## src/rtl/twdl_stage_sched.sv

```systemverilog
// rtl/twdl_stage_sched.sv - stage sequencer feeding the CORDIC twiddle generator for a 1200-point FFT
module twdl_stage_sched #(
  parameter int LEN = 1200,
  parameter int LAT = 25,
  parameter int GAP = 2
) (
  input  logic        clk,
  input  logic        rst,
  input  logic        start,
  input  logic [4:0]  stage_mask,
  input  logic        abort,
  input  logic        dn_ready,
  output logic        busy,
  output logic        done,
  output logic        twdl_sop,
  output logic [11:0] numerator,
  output logic [11:0] demoninator,
  output logic [19:0] twdl_quotient,
  output logic [11:0] twdl_remainder,
  output logic        coef_valid,
  output logic        coef_sop,
  output logic        coef_eop,
  output logic [2:0]  coef_stage
);

  typedef enum logic [2:0] {S_IDLE, S_SEL, S_WAIT, S_RUN, S_GAP, S_DRAIN} state_t;

  localparam logic [10:0] CNT_LAST = 11'(LEN - 1);
  localparam logic [10:0] GAP_LAST = 11'(GAP - 1);

  state_t            state_q, state_d;
  logic [4:0]        mask_q, mask_d;
  logic [10:0]       cnt_q, cnt_d;
  logic [2:0]        stage_q, stage_d;
  logic              busy_q, busy_d;
  logic              done_q, done_d;
  logic              sop_q, sop_d;
  logic [11:0]       num_q, num_d;
  logic [11:0]       den_q, den_d;
  logic [19:0]       quo_q, quo_d;
  logic [11:0]       rem_q, rem_d;
  logic [LAT-1:0]    pv_q, pv_d;
  logic [LAT-1:0]    ps_q, ps_d;
  logic [LAT-1:0]    pe_q, pe_d;
  logic [LAT-1:0][2:0] pst_q, pst_d;

  logic              sel_found;
  logic [2:0]        sel_idx;
  logic [11:0]       tbl_num, tbl_den, tbl_rem;
  logic [19:0]       tbl_quo;
  logic              issue;

  // Lowest remaining mask bit; bits are cleared as stages finish, so order is ascending.
  always_comb begin
    sel_found = 1'b0;
    sel_idx   = 3'd0;
    for (int i = 4; i >= 0; i--) begin
      if (mask_q[i]) begin
        sel_found = 1'b1;
        sel_idx   = 3'(i);
      end
    end
  end

  always_comb begin
    tbl_den = 12'd3;
    tbl_num = 12'd1;
    tbl_quo = 20'd349525;
    tbl_rem = 12'd1;
    case (sel_idx)
      3'd0: begin tbl_den = 12'd1200; tbl_num = 12'd300; tbl_quo = 20'd873;   tbl_rem = 12'd976; end
      3'd1: begin tbl_den = 12'd300;  tbl_num = 12'd75;  tbl_quo = 20'd3495;  tbl_rem = 12'd76;  end
      3'd2: begin tbl_den = 12'd75;   tbl_num = 12'd15;  tbl_quo = 20'd13981; tbl_rem = 12'd1;   end
      3'd3: begin tbl_den = 12'd15;   tbl_num = 12'd3;   tbl_quo = 20'd69905; tbl_rem = 12'd1;   end
      default: ;
    endcase
  end

  assign issue = (state_q == S_RUN);

  always_comb begin
    state_d = state_q;
    mask_d  = mask_q;
    cnt_d   = cnt_q;
    stage_d = stage_q;
    busy_d  = busy_q;
    done_d  = 1'b0;
    sop_d   = 1'b0;
    num_d   = num_q;
    den_d   = den_q;
    quo_d   = quo_q;
    rem_d   = rem_q;
    pv_d    = {pv_q[LAT-2:0], issue};
    ps_d    = {ps_q[LAT-2:0], issue && (cnt_q == 11'd0)};
    pe_d    = {pe_q[LAT-2:0], issue && (cnt_q == CNT_LAST)};
    pst_d   = {pst_q[LAT-2:0], stage_q};

    case (state_q)
      S_IDLE: begin
        if (start && (stage_mask != 5'd0)) begin
          mask_d  = stage_mask;
          busy_d  = 1'b1;
          state_d = S_SEL;
        end
      end
      S_SEL: begin
        if (!sel_found) begin
          state_d = S_DRAIN;
        end else begin
          stage_d = sel_idx;
          num_d   = tbl_num;
          den_d   = tbl_den;
          quo_d   = tbl_quo;
          rem_d   = tbl_rem;
          if (dn_ready) begin
            state_d = S_RUN;
            cnt_d   = 11'd0;
            sop_d   = 1'b1;
          end else begin
            state_d = S_WAIT;
          end
        end
      end
      S_WAIT: begin
        if (dn_ready) begin
          state_d = S_RUN;
          cnt_d   = 11'd0;
          sop_d   = 1'b1;
        end
      end
      S_RUN: begin
        if (cnt_q == CNT_LAST) begin
          mask_d[stage_q] = 1'b0;
          cnt_d   = 11'd0;
          state_d = S_GAP;
        end else begin
          cnt_d = cnt_q + 11'd1;
        end
      end
      S_GAP: begin
        if (cnt_q == GAP_LAST) begin
          cnt_d   = 11'd0;
          state_d = S_SEL;
        end else begin
          cnt_d = cnt_q + 11'd1;
        end
      end
      S_DRAIN: begin
        if (pv_q == '0) begin
          done_d  = 1'b1;
          busy_d  = 1'b0;
          state_d = S_IDLE;
        end
      end
      default: state_d = S_IDLE;
    endcase

    // Abort drops everything in flight, including coefficients still in the alignment line.
    if (abort) begin
      state_d = S_IDLE;
      mask_d  = 5'd0;
      cnt_d   = 11'd0;
      stage_d = 3'd0;
      busy_d  = 1'b0;
      done_d  = 1'b0;
      sop_d   = 1'b0;
      pv_d    = '0;
      ps_d    = '0;
      pe_d    = '0;
      pst_d   = '0;
    end
  end

  always_ff @(posedge clk or posedge rst) begin
    if (rst) begin
      state_q <= S_IDLE;
      mask_q  <= 5'd0;
      cnt_q   <= 11'd0;
      stage_q <= 3'd0;
      busy_q  <= 1'b0;
      done_q  <= 1'b0;
      sop_q   <= 1'b0;
      num_q   <= 12'd0;
      den_q   <= 12'd0;
      quo_q   <= 20'd0;
      rem_q   <= 12'd0;
      pv_q    <= '0;
      ps_q    <= '0;
      pe_q    <= '0;
      pst_q   <= '0;
    end else begin
      state_q <= state_d;
      mask_q  <= mask_d;
      cnt_q   <= cnt_d;
      stage_q <= stage_d;
      busy_q  <= busy_d;
      done_q  <= done_d;
      sop_q   <= sop_d;
      num_q   <= num_d;
      den_q   <= den_d;
      quo_q   <= quo_d;
      rem_q   <= rem_d;
      pv_q    <= pv_d;
      ps_q    <= ps_d;
      pe_q    <= pe_d;
      pst_q   <= pst_d;
    end
  end

  assign busy           = busy_q;
  assign done           = done_q;
  assign twdl_sop       = sop_q;
  assign numerator      = num_q;
  assign demoninator    = den_q;
  assign twdl_quotient  = quo_q;
  assign twdl_remainder = rem_q;
  assign coef_valid     = pv_q[LAT-1];
  assign coef_sop       = ps_q[LAT-1];
  assign coef_eop       = pe_q[LAT-1];
  assign coef_stage     = pst_q[LAT-1];

endmodule

```

## config.mk

```make
export PLATFORM = sky130hd
export DESIGN_NAME = twdl_stage_sched
export DESIGN_NICKNAME = d
export VERILOG_FILES = /design/src/rtl/twdl_stage_sched.sv
export SDC_FILE = /design/constraint.sdc
export NUM_CORES = 1
export LEC_CHECK = 0
export BUFFER_PORTS_ARGS = -buffer_cell sky130_fd_sc_hd__buf_2
export CORE_ASPECT_RATIO = 1.2
export CORE_MARGIN = 2
export CORE_UTILIZATION = 58
export CTS_CLUSTER_SIZE = 10
export DETAILED_ROUTE_END_ITERATION = 7
export HOLD_SLACK_MARGIN = 0.15
export PLACE_DENSITY = 0.76
export SLEW_MARGIN = 20
export SYNTH_ARGS = -nofsm -noshare
export SYNTH_HDL_FRONTEND = slang
export SYNTH_SLANG_ARGS = --single-unit
export TNS_END_PERCENT = 10
```

## constraint.sdc

```tcl
create_clock -name clk -period 7.65 [get_ports clk]
set_clock_uncertainty 0.1 [all_clocks]
set_input_delay 0.765 -clock clk [delete_from_list [all_inputs] [get_ports clk]]
set_output_delay 0.765 -clock clk [all_outputs]
set_load 0.05 [all_outputs]
```

==> flow_metrics.py, run 1 <==
metrics = {
    "setup_path": {
        "path_max_fanout": 11,
        "arrival_ns": 2.69,
        "crit_type": "reg2reg",
        "crit_family": "simple AND/OR/NAND/NOR gates",
        "worstPathRequired_ns": 7.86,
        "cpPeakStageDelay_ns": 0.56,
        "r2r-end": "state_q[0]",
        "crit_slowest_cell": "or4_4",
        "r2r_slack_ns": 5.17,
        "crit_chain": "or4_4 -> o31ai_2 -> and2_1 -> o31ai_1 -> a221o_1",
        "worst_setup_path_end_kind": "register",
        "cp-start-kind": "register",
        "path_buf_inv": 0,
        "r2r_cells": 5,
        "r2r-start": "cnt_q[6]",
    },
    "timing": {
        "fmax_mhz": 403.6,
        "tns_ns": 0,
        "final.min_clock_period_ns": 2.477,
        "worst_pin_slew_ns": 0.9544,
        "post-route-period-util": 0.3238,
        "worst_slack_ns": 5.173,
        "grt_setup_unrepaired": "false",
        "relSlewSlack": 0.3637,
        "slew_viol_final": 0,
        "hold_viol": 0,
        "setup_viol": 0,
        "holdWs_ns": 0.3599,
    },
    "worst_hold_path": {
        "hold_class": "reg2reg",
        "min_from": "pst_q[42]",
        "whs_endpoint": "pst_q[45]",
        "whs_path_depth": 1,
    },
    "global_route": {
        "grt_pass1_wl_um": 19490,
        "antenna_found_initial": 0,
        "grt-ovfl-total": 0,
        "grt_max_degree": 138,
        "grt_use_total": 0.1815,
        "grt_pass1_vias": 4086,
    },
    "layout": {
        "layout-drive-gt1-share": 0.1550,
        "final_cell_mix": "196 x dfrtp_1, 147 x nor2b_1, 59 x buf_2, 37 x nor2_1, 27 x nand2_1",
        "final_common_cell": "dfrtp_1",
        "diodes": 0,
        "fin_util": 0.6489,
        "area_growth_pct": 10.42,
        "fillCellCount": 961,
        "nets": 645,
    },
    "placed_design": {
        "gp_congestion": 0.8768,
        "dpl.hpwl_um": 6628,
        "portBuffers": 60,
        "post-place-ws_ns": 4.416,
    },
    "synthesis": {
        "synth_top_area_frac": 0.6677,
        "synth_edf_count": 0,
        "syn-cell-area_um2": 7346,
        "synthDistinctLibCells": 48,
        "async_flop_share": 1.000,
        "ys.flop_type": "dfrtp_1",
        "postSynthCellCount": 603,
        "ys_seq_area_frac": 0.6677,
        "yosys_warnings": 0,
        "synth.area.top_cells": "dfrtp_1 67%, nor2b_1 13%, buf_4 4.0%",
        "ys_seq_elements": 196,
        "avgSynthCellArea_um2": 12.18,
        "yosysTopAreaCell": "dfrtp_1",
    },
    "routing": {
        "drt_iter0_markers": 241,
        "drc": 0,
        "vias": 4157,
        "drtPass1Iterations": 5,
        "wire_per_inst_um": 14.03,
        "wirelength_um": 11350,
        "drtAntennaViolNets": 0,
        "viasPerCell": 5.138,
    },
    "pwr": {
        "fin_total_pwr_mw": 2.782,
        "p_leak_nw": 4.134,
        "p_per_area_nw_per_um2": 343.0,
        "pwr-share-comb": 0.259,
        "internal-power_mw": 1.732,
        "switching_share": 0.3775,
        "p_seq_frac": 0.427,
        "vdd_drop_max_v": 0.0002974,
        "power.switching_mw": 1.050,
        "clockPowerShare": 0.314,
    },
    "cts": {
        "cts_hold_buf": 0,
        "clk_pin_slew_worst_paths_ns": 0.08,
        "clkSinkCount": 196,
        "clk_latency_ns": 0.42,
        "numCtsBuffers": 17,
        "post_cts_resized": 0,
        "cts_htree_levels": 4,
        "cts-root-buf": "clkbuf_16",
        "clock_path_buffers": 2,
        "cts_tree": "yes",
        "post_cts_buffers": 0,
    },
    "run": {
        "cap_violations": 0,
    },
    "floorplan": {
        "initial_core_util": 0.5877,
        "rows": 45,
        "ios": 75,
        "die_w_um": 106.7,
        "die_h_um": 127.3,
        "coreArea_um2": 12500,
        "dieArea_um2": 13590,
    },
    "outcome": {
        "outcome": "completed",
    },
}
-- how the worst max path moves through the flow --
| stage | start | to | slack [ns] | cells past startpoint |
|---|---|---|---|---|
| final | cnt_q[6] | state_q[0] | 5.17 | 5 |
| after CTS | abort | state_q[0] | 4.87 | 5 |
| after global routing | state_q[1] | cnt_q[2] | 4.97 | 5 |
| after floorplan | rst | busy | 1.44 | 1 |
| after global placement | abort | state_q[0] | 4.57 | 5 |
| after detailed placement | abort | state_q[0] | 4.42 | 5 |
-- per-layer routing --
metal | GRT usage | part of all wire | vias to the layer above
li1 | - | - | 1968
met1 | 0.2524 | 0.47 | 2081
met2 | 0.2825 | 0.48 | 92
met3 | 0.04439 | 0.031 | 16
met4 | 0.06570 | 0.017 | 0
met5 | 0 | 0 | -
-- through the flow --
stage                     cell area, um^2  cells
after global placement               7516    777
after CTS                            8105    809
after floorplan                      7395    616
final                                8112    809
after detailed placement             7516    777
after global routing                 8112    809
-- Yosys cell counts (all sizes together), types with 4 or more instances --
cell type    n
nor4        12
nor2        37
o21ai        7
buf         45
dfrtp      196
nand2       27
o31ai       10
clkbuf      20
a21oi       14
o211a        4
nand2b       7
nor3         9
inv         13
nand3        6
a21o        10
nor2b      147
-- sequential cells by signal, indices dropped and copies added, names as in the netlist --
signal / flops
coef_stage: 3
numerator: 2
state_q: 3
twdl_sop: 1
done: 1
pst_q: 72
pe_q: 25
busy: 1
demoninator: 3
twdl_remainder: 4
pv_q: 25
mask_q: 5
twdl_quotient: 12
cnt_q: 11
stage_q: 3
ps_q: 25
-- cells by family (layout without fill, tap and decap cells) --
kind of cell,count (synthesis),in the layout,synth area share
other,1,14,0.0005105
adder cells (fa/ha/maj),3,3,0.005110
flip-flops,196,196,0.6677
buffers and inverters,78,107,0.06234
AND/OR/NAND/NOR,258,258,0.1979
AO/OA/AOI/OAI,66,66,0.06507
multiplexers,1,1,0.001363
-- power by group through the flow --
stage,Clock (mW),Sequential [mW],Combinational [mW]
after floorplan,0,1.36,0.482
after global placement,0,1.20,0.714
after detailed placement,0,1.20,0.723
after CTS,0.898,1.19,0.725
after global routing,0.943,1.20,0.766
final,0.875,1.19,0.720
-- layout make-up --
class	count	area, um^2	share of cell area
inverters	13	56.30	0.006941
clock buffers	17	425.4	0.05244
flip-flops and latches	196	4905	0.6047
clock inverters	15	163.9	0.02021
multi-input cells	342	2038	0.2513
well taps	164	205.2	0.02530
repair buffers	62	317.8	0.03918
Note: power is estimated with default switching activity, not from simulation.
==> run 2: changes to the inputs <==
ABC_AREA = 1   (was unset)
CORE_UTILIZATION = 59   (was 58)
clock period = 2.6 ns   (was 7.65 ns; I/O delays follow)
==> run 2 against run 1 <==
Final area is 9.1% higher. Clock power rose to 3.0 times the previous value. Clock-buffer cell count grew 5. Synthesized cell count is 44% higher. First-iteration DRC count up 47%. Wire length grew 13%. Area after synthesis rose by 8.3%. Highest routed layer unchanged.
==> flow_metrics.py, run 2 <==
metrics = {
    "outcome": {
        "outcome": "completed",
    },
    "timing": {
        "worst_slack_ns": 0.8052,
        "relSlewSlack": 0.4389,
        "worst_pin_slew_ns": 0.8417,
        "fmax_mhz": 557.2,
        "post-route-period-util": 0.6903,
        "grt_setup_unrepaired": "false",
        "setup_viol": 0,
        "slew_viol_final": 0,
        "hold_viol": 0,
        "final.min_clock_period_ns": 1.795,
    },
    "worst_hold_path": {
        "hold_class": "in2async",
    },
    "global_route": {
        "grt-ovfl-total": 0,
        "grt_pass1_wl_um": 22870,
        "antenna_found_initial": 0,
        "grt_max_degree": 159,
        "grt_use_total": 0.2017,
        "grt_pass1_vias": 5230,
    },
    "floorplan": {
        "initial_core_util": 0.6039,
        "die_w_um": 110.0,
        "die_h_um": 131.2,
        "rows": 46,
        "ios": 75,
        "dieArea_um2": 14440,
        "coreArea_um2": 13180,
    },
    "cts": {
        "cts_tree": "yes",
        "post_cts_buffers": 0,
        "clk_pin_slew_worst_paths_ns": 0.07,
        "numCtsBuffers": 17,
        "post_cts_resized": 0,
        "clock_path_buffers": 2,
        "cts_hold_buf": 8,
        "cts-root-buf": "clkbuf_16",
        "clk_latency_ns": 0.43,
        "clkSinkCount": 196,
        "cts_htree_levels": 4,
    },
    "setup_path": {
        "r2r_cells": 10,
        "r2r_slack_ns": 0.81,
        "worstPathRequired_ns": 2.77,
        "worst_setup_path_end_kind": "register",
        "path_max_fanout": 82,
        "r2r-start": "cnt_q[0]",
        "arrival_ns": 1.97,
        "cp-start-kind": "input pin",
        "r2r-end": "state_q[0]",
        "crit_type": "in2reg",
        "crit_start": "abort",
    },
    "pwr": {
        "p_per_area_nw_per_um2": 986.7,
        "vdd_drop_max_v": 0.0009223,
        "fin_total_pwr_mw": 8.731,
        "p_leak_nw": 4.506,
    },
    "layout": {
        "nets": 925,
        "finalInstanceArea_um2": 8848,
        "largest_reg_flops": 72,
        "layout-drive-gt1-share": 0.1395,
        "top_register": "pst_q",
        "final_common_cell": "nor2_1",
        "final_cell_mix": "199 x nor2_1, 196 x dfrtp_1, 178 x inv_1, 101 x nand2_1, 59 x buf_2",
        "fillCellCount": 1058,
        "diodes": 0,
        "layoutNonFillerInstCount": 1093,
        "fin_util": 0.6714,
        "area_growth_pct": 11.18,
    },
    "synthesis": {
        "synth_commonest_cells": "199 x nor2_1, 196 x dfrtp_1, 179 x inv_1",
        "yosys_warnings": 0,
        "synth.area.top_cells": "dfrtp_1 62%, nor2_1 9.4%, inv_1 8.4%",
        "synthDistinctLibCells": 39,
        "synth_top_family_by_area": "simple AND/OR/NAND/NOR gates",
        "ys_seq_elements": 196,
        "ys_seq_area_frac": 0.6163,
        "synth_top_area_frac": 0.6163,
        "synthXorXnorAreaFrac": 0.001100,
        "syn-cell-area_um2": 7959,
        "synth_compound_area_frac": 0.04119,
        "yosysMostFrequentCell": "nor2_1",
        "synthAdderAreaFrac": 0.004716,
        "avgSynthCellArea_um2": 9.169,
        "synthMuxAreaShare": 0,
        "async_flop_share": 1.000,
        "ys.flop_type": "dfrtp_1",
        "synthSimpleGateAreaFrac": 0.1978,
        "yosysTopAreaCell": "dfrtp_1",
        "synth_edf_count": 0,
        "postSynthCellCount": 868,
    },
    "run": {
        "cap_violations": 0,
    },
    "routing": {
        "wirelength_um": 12800,
        "viasPerCell": 4.694,
        "drc": 0,
        "drt_iter0_markers": 355,
        "vias": 5130,
        "wire_per_inst_um": 11.71,
        "drtPass1Iterations": 5,
        "drtAntennaViolNets": 0,
    },
    "placed_design": {
        "portBuffers": 60,
        "gp_congestion": 0.8856,
        "place_inst": 1053,
        "dpl.hpwl_um": 7980,
        "placed_area_um2": 8170,
        "post-place-ws_ns": 0.8152,
    },
}
[run 2: worst max path at each step]
stage                            end  slack, ns  cells past startpoint
final                      pst_q[34]       0.81                      4
after global routing      state_q[2]       0.63                     10
after CTS                  pst_q[34]       0.81                      4
after detailed placement  state_q[1]       0.82                     10
after global placement    state_q[1]       0.88                     10
after floorplan                 busy      -0.29                      1
[run 2: cells by family (layout without fill, tap and decap cells)]
group / count (synthesis) / in the layout
simple gates: 375 / 375
buf+inv: 246 / 290
flops: 196 / 196
compound gates: 46 / 46
fa+ha+maj: 3 / 3
other cells: 1 / 14
xor+xnor: 1 / 1
[run 2: report_power, final]
group	switching [mW]	internal, mW
Clock	1.09	1.50
Combinational	2.05	0.565
Sequential	0.210	3.31
Total	3.35	5.38
[run 2: area by class of cell]
cell class | instances | area [um^2] | share of cell area
flip-flops and latches | 196 | 4905 | 0.5543
multi-input cells | 439 | 2001 | 0.2261
inverters | 184 | 694.4 | 0.07848
clock buffers | 22 | 474.2 | 0.05359
repair buffers | 74 | 440.4 | 0.04977
well taps | 168 | 210.2 | 0.02376
clock inverters | 10 | 123.9 | 0.01400
[run 2: critical path, cell delays in order]
cell           delay, ns
dlygate4sd3_1       0.52
buf_4               0.34
buf_4               0.69
nor2_1              0.13
[run 2: routing by layer]
layer,global-route usage,vias to the layer above,wire (um)
li1,-,2591,-
met1,0.2595,2430,5784
met2,0.3238,99,6379
met3,0.05308,10,501
met4,0.08017,0,136
met5,0,-,0
[run 2: stage by stage]
stage               hold WS, ns  TNS, ns
global placement        0.05694        0
global route             0.1716        0
detailed placement      0.05657        0
CTS                      0.1507        0
floorplan                0.2344   -57.31
finish                   0.1632        0
==> run 3: changes to the inputs <==
clock period = 1.9 ns   (was 2.6 ns; I/O delays follow)
==> run 3 against run 2 <==
Sequential share of layout area shrank 0.58 points. Non-clock buffer count rose by 8. Worst setup slack worse by 0.59 ns. Combinational power increased by 38%. Wire length up 6.4%. Critical path depth increased by 6. Register-to-register slack got worse by 0.59 ns. Hold slack improved by 0.19 ns. Power grew 37%. Core utilization rose by 0.71 points.
==> flow_metrics.py, run 3 (synthesis gave the netlist of run 2 again) <==
metrics = {
    "outcome": {
        "outcome": "completed",
    },
    "routing": {
        "wire_per_inst_um": 12.38,
        "drc": 0,
        "vias": 5268,
        "viasPerCell": 4.785,
        "drtAntennaViolNets": 0,
        "drt_iter0_markers": 372,
        "wirelength_um": 13630,
        "drtPass1Iterations": 4,
    },
    "run": {
        "cap_violations": 0,
    },
    "placed_design": {
        "portBuffers": 60,
        "dpl.hpwl_um": 8652,
        "gp_congestion": 0.8670,
        "post-place-ws_ns": 0.2501,
    },
    "pwr": {
        "p_per_area_nw_per_um2": 1337,
        "p_leak_nw": 4.555,
        "vdd_drop_max_v": 0.001341,
    },
    "setup_path": {
        "worst_setup_path_end_kind": "register",
        "path_buf_inv": 1,
        "r2r-end": "state_q[0]",
        "cp-start-kind": "register",
        "crit_family": "simple AND/OR/NAND/NOR gates",
        "critical_path_depth": 10,
        "crit_slowest_cell": "dfrtp_1",
        "arrival_ns": 1.90,
        "path_max_fanout": 4,
        "endpoint": "state_q[0]",
        "crit_start": "cnt_q[1]",
        "crit_type": "reg2reg",
        "r2r-start": "cnt_q[1]",
        "crit_chain": "ha_1 -> nand2_2 -> nor2_4 -> nand3_1 -> nand2_4 -> nand2_2 -> inv_2 -> nand3_2 -> nand2_1 -> nand2_1",
        "r2r_cells": 10,
        "cpPeakStageDelay_ns": 0.38,
        "r2r_slack_ns": 0.22,
        "worstPathRequired_ns": 2.12,
    },
    "timing": {
        "slew_viol_final": 0,
        "final.min_clock_period_ns": 1.681,
        "worst_slack_ns": 0.2191,
        "holdWs_ns": 0.3540,
        "fmax_mhz": 594.9,
        "hold_viol": 0,
        "setup_viol": 0,
        "grt_setup_unrepaired": "false",
        "post-route-period-util": 0.8847,
    },
    "cts": {
        "clk_latency_ns": 0.43,
        "numCtsBuffers": 17,
        "cts_tree": "yes",
        "clkSinkCount": 196,
        "clk_pin_slew_worst_paths_ns": 0.08,
        "clock_path_buffers": 2,
        "cts-root-buf": "clkbuf_16",
        "cts_htree_levels": 4,
    },
    "floorplan": {
        "die_h_um": 131.2,
        "initial_core_util": 0.6039,
        "ios": 75,
        "rows": 46,
        "dieArea_um2": 14440,
        "die_w_um": 110.0,
        "coreArea_um2": 13180,
    },
    "layout": {
        "fillCellCount": 994,
        "final_cell_mix": "199 x nor2_1, 196 x dfrtp_1, 178 x inv_1, 101 x nand2_1, 59 x buf_2",
        "final_common_cell": "nor2_1",
        "layout-drive-gt1-share": 0.1468,
        "largest_reg_flops": 72,
        "nets": 933,
        "area_growth_pct": 12.36,
        "diodes": 0,
        "top_register": "pst_q",
    },
    "global_route": {
        "grt-ovfl-total": 0,
        "grt_max_degree": 68,
        "antenna_found_initial": 0,
        "grt_pass1_vias": 5315,
        "grt_pass1_wl_um": 23810,
        "grt_use_total": 0.2092,
    },
    "worst_hold_path": {
        "hold_class": "reg2reg",
    },
}
[run 3: where the power goes]
group / internal (mW) / switching (mW) / total (mW)
sequential: 4.53 / 0.283 / 4.81
clock: 1.87 / 1.65 / 3.52
combinational: 0.802 / 2.81 / 3.61
[run 3: final cells by class]
type | instances | area, um^2 | area share
flip-flops and latches | 196 | 4905 | 0.5485
multi-input cells | 439 | 2001 | 0.2237
inverters | 184 | 694.4 | 0.07765
repair buffers | 82 | 543.0 | 0.06072
clock buffers | 17 | 425.4 | 0.04757
well taps | 168 | 210.2 | 0.02351
clock inverters | 15 | 163.9 | 0.01833
[run 3: metrics by stage]
stage | utilization | total power [mW] | TNS (ns) | instance area, um^2 | cells
6_report | 0.6785 | 11.95 | 0 | 8942 | 1101
5_1_grt | 0.6785 | 12.53 | 0 | 8942 | 1101
4_1_cts | 0.6785 | 12.06 | 0 | 8942 | 1101
3_5_place_dp | 0.6262 | 8.490 | 0 | 8253 | 1059
3_3_place_gp | 0.6262 | 8.429 | 0 | 8253 | 1059
2_1_floorplan | - | 7.986 | -180.79 | 8011 | 881
[run 3: repair_timing]
action,CTS,global route
buffers inserted,0,0
resized for setup,0,0
hold endpoints to repair,210,0
hold buffers,10,0
[run 3: worst min path at each step]
stage / startpoint / to / slack, ns / cells past startpoint
global route: pe_q[12] / pe_q[13] / 0.37 / 2
finish: pst_q[33] / pst_q[36] / 0.35 / 2
CTS: pst_q[33] / pst_q[36] / 0.36 / 2
floorplan: abort / pv_q[0] / 0.16 / 1
global placement: rst / ps_q[24] / 0.05 / 2
detailed placement: rst / pe_q[24] / 0.05 / 2
[run 3: tightest hold or removal path, stage by stage (launching register included)]
cell and delay (ns):
dfrtp_1 0.32, inv_1 0.03, nor2_1 0.07
[run 3: per-layer routing]
layer  GRT usage  up-vias  share of wire
met5           0        -              0
met4     0.08931        0          0.021
met3     0.03621       28          0.038
met2      0.3361      122           0.50
met1      0.2788     2496           0.44
li1            -     2622              -
